--- config.mk ---
export PLATFORM = sky130hd
export DESIGN_NAME = intc
export DESIGN_NICKNAME = d
export VERILOG_FILES = /design/src/rtl/intc.sv
export SDC_FILE = /design/constraint.sdc
export NUM_CORES = 1
export LEC_CHECK = 0
export CAP_MARGIN = 20
export CORE_ASPECT_RATIO = 1.75
export CORE_MARGIN = 10
export CORE_UTILIZATION = 40
export CTS_CLUSTER_SIZE = 16
export DETAILED_ROUTE_END_ITERATION = 8
export DONT_BUFFER_PORTS = 1
export GPL_TIMING_DRIVEN = 0
export HOLD_SLACK_MARGIN = 0.08
export PLACE_DENSITY = 0.57
export SYNTH_ARGS = -nofsm -noshare
export SYNTH_HDL_FRONTEND = slang
export SYNTH_SLANG_ARGS = --single-unit
--- constraint.sdc ---
create_clock -name clk -period 2.1 [get_ports clk]
set_input_delay 0.525 -clock clk [delete_from_list [all_inputs] [get_ports clk]]
set_output_delay 0.525 -clock clk [all_outputs]
set_load 0.03 [all_outputs]
--- src/rtl/intc.sv ---
// intc: 8-source interrupt controller on the 65C02 bus with a register window at BASE.
// Define INTC_VECTOR_ACK_EN to make a VECTOR read also acknowledge the reported edge source.
module intc #(
    parameter logic [15:0] BASE            = 16'hFE00,
    parameter bit          PRIO_HIGH_FIRST = 1'b0
) (
    input  logic        clk,
    input  logic        RST,
    input  logic [7:0]  src,
    input  logic [15:0] AD,
    input  logic [7:0]  DI,
    input  logic        WE,
    input  logic        RDY,
    output logic [7:0]  DO,
    output logic        sel_q,
    output logic        IRQ,
    output logic        NMI
);

    localparam logic [2:0] OFF_STATUS = 3'd0;
    localparam logic [2:0] OFF_ENABLE = 3'd1;
    localparam logic [2:0] OFF_EDGE   = 3'd2;
    localparam logic [2:0] OFF_NMISEL = 3'd3;
    localparam logic [2:0] OFF_ACTIVE = 3'd4;
    localparam logic [2:0] OFF_VECTOR = 3'd5;
    localparam logic [2:0] OFF_SWSET  = 3'd6;

    logic [7:0] s1, s2, s3;
    logic [7:0] pending, enable, edge_r, nmisel;

    logic       sel;
    logic [2:0] offset;
    logic       rd, wr;
    logic [7:0] rise, set_mask, clr_mask, ack_mask, pend_next;
    logic [7:0] vec_cand, vector, rd_data;
    logic       vec_hit;
    logic [2:0] vec_idx;

    // Bus handshake: RDY is the only qualifier. An access (read or write) takes
    // effect at a clk edge only while sel and RDY are both high; with RDY low the
    // bus side (DO, sel_q, register writes) freezes while interrupt logic runs on.
    assign sel    = (AD[15:3] == BASE[15:3]);
    assign offset = AD[2:0];
    assign rd     = sel & ~WE & RDY;
    assign wr     = sel & WE & RDY;

    assign rise     = s2 & ~s3;
    assign vec_cand = pending & enable & ~nmisel;

    always_comb begin
        vec_hit = 1'b0;
        vec_idx = 3'd0;
        if (PRIO_HIGH_FIRST) begin
            for (int i = 0; i < 8; i++) begin
                if (vec_cand[i]) begin
                    vec_hit = 1'b1;
                    vec_idx = 3'(i);
                end
            end
        end else begin
            for (int i = 7; i >= 0; i--) begin
                if (vec_cand[i]) begin
                    vec_hit = 1'b1;
                    vec_idx = 3'(i);
                end
            end
        end
    end

    assign vector = vec_hit ? {5'b0, vec_idx} : 8'h80;

    always_comb begin
        ack_mask = 8'h00;
`ifdef INTC_VECTOR_ACK_EN
        if (rd && offset == OFF_VECTOR && vec_hit)
            ack_mask[vec_idx] = 1'b1;
`endif
    end

    // Set beats clear for edge bits; level bits simply follow the synchronised input.
    assign set_mask  = rise | ((wr && offset == OFF_SWSET) ? DI : 8'h00);
    assign clr_mask  = ((wr && offset == OFF_STATUS) ? DI : 8'h00) | ack_mask;
    assign pend_next = (edge_r & (set_mask | (pending & ~clr_mask))) | (~edge_r & s2);

    always_comb begin
        rd_data = 8'h00;
        case (offset)
            OFF_STATUS: rd_data = pending;
            OFF_ENABLE: rd_data = enable;
            OFF_EDGE:   rd_data = edge_r;
            OFF_NMISEL: rd_data = nmisel;
            OFF_ACTIVE: rd_data = pending & enable;
            OFF_VECTOR: rd_data = vector;
            default:    rd_data = 8'h00;
        endcase
    end

    always_ff @(posedge clk or posedge RST) begin
        if (RST) begin
            s1      <= 8'h00;
            s2      <= 8'h00;
            s3      <= 8'h00;
            pending <= 8'h00;
            enable  <= 8'h00;
            edge_r  <= 8'h00;
            nmisel  <= 8'h00;
            IRQ     <= 1'b0;
            NMI     <= 1'b0;
            DO      <= 8'h00;
            sel_q   <= 1'b0;
        end else begin
            s1      <= src;
            s2      <= s1;
            s3      <= s2;
            pending <= pend_next;
            IRQ     <= |(pending & enable & ~nmisel);
            NMI     <= |(pending & enable & nmisel);

            if (rd) begin
                DO    <= rd_data;
                sel_q <= 1'b1;
            end else if (RDY) begin
                sel_q <= 1'b0;
            end

            if (wr) begin
                case (offset)
                    OFF_ENABLE: enable <= DI;
                    OFF_EDGE:   edge_r <= DI;
                    OFF_NMISEL: nmisel <= DI;
                    default:    ;
                endcase
            end
        end
    end

endmodule

# After elaboration in Yosys (flattened, before gate mapping)
# Index checks and enable logic that the tools add are counted.
[word_totals]
register_bits = 67
output_inout_bits = 11
[classes]
bitwise = 19
reduce_logical = 9
mux = 22
n_eq_ne = 7
[ops]
columns = ["op", "count"]
rows = [
  ["$and 8x8->8", 7],
  ["$pmux 8 s6", 1],
  ["$not 8->8", 4],
  ["$mux 3", 8],
  ["$mux 8", 3],
  ["$or 8x8->8", 3],
  ["$reduce_or 8->1", 2],
  ["$eq 13x13->1 const B", 1],
  ["$mux 1", 10],
  ["$eq 3x3->1 const B", 3],
  ["$eq 3x2->1 const B", 2],
  ["$reduce_and 2->1", 3],
  ["$and 1x1->1", 4],
  ["$eq 3x1->1 const B", 1],
  ["$logic_not 3->1", 1],
  ["$logic_and 1x1->1", 2],
  ["$reduce_bool 2->1", 1],
  ["$not 1->1", 1],
]

# Longest topological paths before layout
[depth]
depth_word = 12
ltp_mapped = 7
ltp_nobuf = 5

# Worst setup path after synthesis
# OpenSTA, ideal clock, no wires.
[synth_timing]
path_kind = "input-to-reg"
startpoint = "input port AD[4]"
endpoint = "register edge_r[0]"
path_buffers = 1
slack_ns = -0.084
setup_time_ns = 0.125
t_required_ns = 1.975
arrival_time_ns = 2.059
path_stages = 6
cell_sequence = "or4_4 nor4_4 and2_4 buf_12 nand2_8 mux2_4"
[synth_via]
elab_chain_cells = 4
[synth_rtl]
columns = ["element", "line", "source"]
rows = [
  ["from (decl)", "10", "input logic [15:0] AD,"],
  ["$eq 13x13->1", "42", "assign sel = (AD[15:3] == BASE[15:3]);"],
  ["$and 1x1->1 (2 in a row)", "45", "assign wr = sel & WE & RDY;"],
  ["$reduce_and 2->1 (no source line)", "-", ""],
  ["to (signal assigned)", "105", "edge_r <= 8'h00;"],
  ["to (signal assigned)", "129", "OFF_EDGE: edge_r <= DI;"],
  ["to (decl)", "29", "logic [7:0] pending, enable, edge_r, nmisel;"],
]
# Every way passes these cells.
# A chain may end at the register's enable or synchronous reset.

# Worst setup path after layout
[layout_timing]
startpoint = "input port AD[4]"
endpoint = "register edge_r[3]"
# Same word-level chain as after synthesis.

==> impl_metrics.csv <==
group,metric,value,unit
setup_path,critPathMaxFanout,10,
yosys,ys_seq_elements,67,
floorplanning,coreArea,0.007515,sq mm
flow_run,maxCapViolations,0,
clocking,cts-root-buf,"clkbuf_16",
yosys,ys_top_cells_by_area,"dfrtp_1, mux2_4, o21ai_0",
floorplanning,die_area,0.01164,sq mm
layout,layout_commonest_cell,"dfrtp_1",
pwr,ir_worst_vdd,0.5117,mV
yosys,synth_cells,259,
yosys,ys_warn_count,0,
timing,period_needed,1961,ps
setup_path,slowest_delay,530,ps
placement,port_buffers,0,
yosys,yosys.cell_types.count,39,
timing,worst_slack,139.0,ps
pwr,powerDensity,793.3,mW/mm^2
routing,finalWirelength,6956,microns
routing,drc,0,
global_routing,grt_use_total,0.1255,
timing,rsz0062_at_grt,"no",
clocking,cts_hold_buf,0,
floorplanning,fp-row-count,42,
clocking,clk_pin_slew,50,ps
clocking,cts_inserted_buffers,9,
layout,final_util,0.4574,
yosys,netlist_area,0.003047,sq mm
outcome,status,"completed",
timing,worst_pin_slew,908.2,ps
floorplanning,die_w,85.97,microns
global_routing,grt_pass1_vias,2135,
setup_path,criticalPathCategory,"input pin to flop",
timing,setup_violations,0,
clocking,clock-sinks,67,
yosys,syn_area_per_cell,11.76,sq um
global_routing,grt.overflow.total,0,
floorplanning,die_h,135.5,microns
placement,gp_routability_congestion,0.8803,
global_routing,grt_pass1_wl,11180,microns
yosys,synth_top_area_frac,0.5503,
global_routing,grt_max_degree,38,
layout,diodes,0,
clocking,cts_max_path_buffers,2,
setup_path,cp-start-kind,"input pin",
floorplanning,start_util,0.4054,
setup_path,crit_arrival,2170,ps
setup_path,crit_chain,"or4_4 -> nor4_4 -> and2_4 -> buf_12 -> nand2_8 -> mux2_4",
setup_path,required,2310,ps
setup_path,cp-end-kind,"flop",
routing,drtPass1Iterations,4,
yosys,yosysTopAreaCell,"dfrtp_1",
layout,final_area,0.003437,sq mm
layout,final_nets,308,
routing,viasPerCell,5.686,
timing,slew-limit-headroom,0.3923,
layout,drive_gt1_frac,0.1818,
clocking,clk_latency,330,ps
timing,drv_slew,0,
yosys,synth-seq-area-share,0.5503,
clocking,htree_levels,3,
routing,wl_per_cell,19.16,microns
pwr,totalPowerFinal,2.726,mW
layout,fill_cells,708,
global_routing,antenna_found_initial,0,
placement,hpwl,5059,microns
timing,hold_viol_final,0,
yosys,syn_nets,295,
clocking,cts_resized,0,
timing,max_freq,510.0,MHz
placement,dpl_cell_area,0.003181,sq mm
routing,vias,2064,
hold_path,hp-class,"input pin to async pin",
timing,final.setup.tns,0,ps
clocking,cts_tree,"built",
timing,period_share,0.9338,
pwr,p_leak,1.631,nW
setup_path,critical_path.slowest_cell,"or4_4",
routing,antenna_left,0,
layout,final_cell_mix,"dfrtp_1, o21ai_0, inv_1",
floorplanning,pin_count,47,
layout,area_delta_synth_final,12.81,%
placement,pre_cts_ws,-361.2,ps
timing,skew,3.099,ps
routing,drt_iter0_drc,88,
## registers in the layout (all words and copies together) (netlist names)
| signal | flops |
|---|---|
| sel_q | 1 |
| pending | 8 |
| enable | 8 |
| nmisel | 8 |
| DO | 8 |
| s2 | 8 |
| NMI | 1 |
| s1 | 8 |
| s3 | 8 |
| edge_r | 8 |
| IRQ | 1 |
## kinds of logic after synthesis
family          count (synthesis)  share of synthesized area
buf+inv                        26                    0.03983
compound gates                 69                     0.1409
simple gates                   65                     0.1339
mux                            32                     0.1351
flops                          67                     0.5503
## final cells by class
class | count | area [sq um] | area share
Clock buffer | 10 | 229.0 | 0.06662
Buffer | 6 | 46.29 | 0.01347
Sequential cell | 67 | 1677 | 0.4878
Inverter | 20 | 78.83 | 0.02293
Multi-Input combinational cell | 166 | 1249 | 0.3633
Timing Repair Buffer | 2 | 27.53 | 0.008009
Clock inverter | 4 | 20.02 | 0.005825
Tap cell | 88 | 110.1 | 0.03204
## per-layer routing
metal,GRT usage,routed length (microns)
met5,0,0
met2,0.2129,3579
met1,0.1249,2650
met3,0.05241,526
met4,0.07077,199
## what timing repair did
item                       4_1_cts  5_1_grt
setup endpoints to repair        2        0
setup buffers                    1        0
hold endpoints to repair         0        0
## path summary, 6_finish.rpt
path | from | slack, ps | cells past startpoint | to
setup / recovery | AD[4] | 140 | 6 | edge_r[3]
hold / removal | RST | 160 | 1 | edge_r[7]
setup reg to reg | nmisel[2] | 420 | 5 | DO[7]
hold reg to reg | s1[1] | 340 | 0 | s2[1]
max in group asynchronous | RST | 1340 | 2 | sel_q
min in group clk | src[7] | 220 | 0 | s1[7]
## cells in the mapped netlist, drive strengths merged
master and n:
dfrtp 67, a32oi 5, nand4b 2, a21oi 11
nand4 3, a31oi 14, mux2i 7, a311o 1
nand2 12, inv 20, and3b 1, nor2b 1
a221oi 2, o41ai 1, buf 2, and2 1
nor3 1, o22a 1, mux2 25, nor3b 1
nor4 2, and3 4, or4 2, nor2 17
nand2b 11, a32o 2, or2b 1, nand3b 5
nand3 1, a22o 3, o21ai 24, clkbuf 4
o22ai 5
## critical path: cells and delay by family
family	cells	cell delay, ps
and+or+nand+nor	4	1160
muxes	1	330
buffers and inverters	1	150
## per-stage QoR
stage          hold slack (ps)  std cells
2_1_floorplan            331.2        259
3_3_place_gp             331.4        347
3_5_place_dp             335.8        348
4_1_cts                  172.7        363
5_1_grt                  202.1        363
6_report                 160.1        363
## power by group
part           switching (mW)  leakage (nW)  internal [mW]
Sequential             0.0176         0.862           1.32
Clock                   0.507         0.128          0.775
Combinational          0.0699         0.641         0.0331
Total                   0.594          1.63           2.13
No activity file was read; power rests on OpenSTA's default activity.
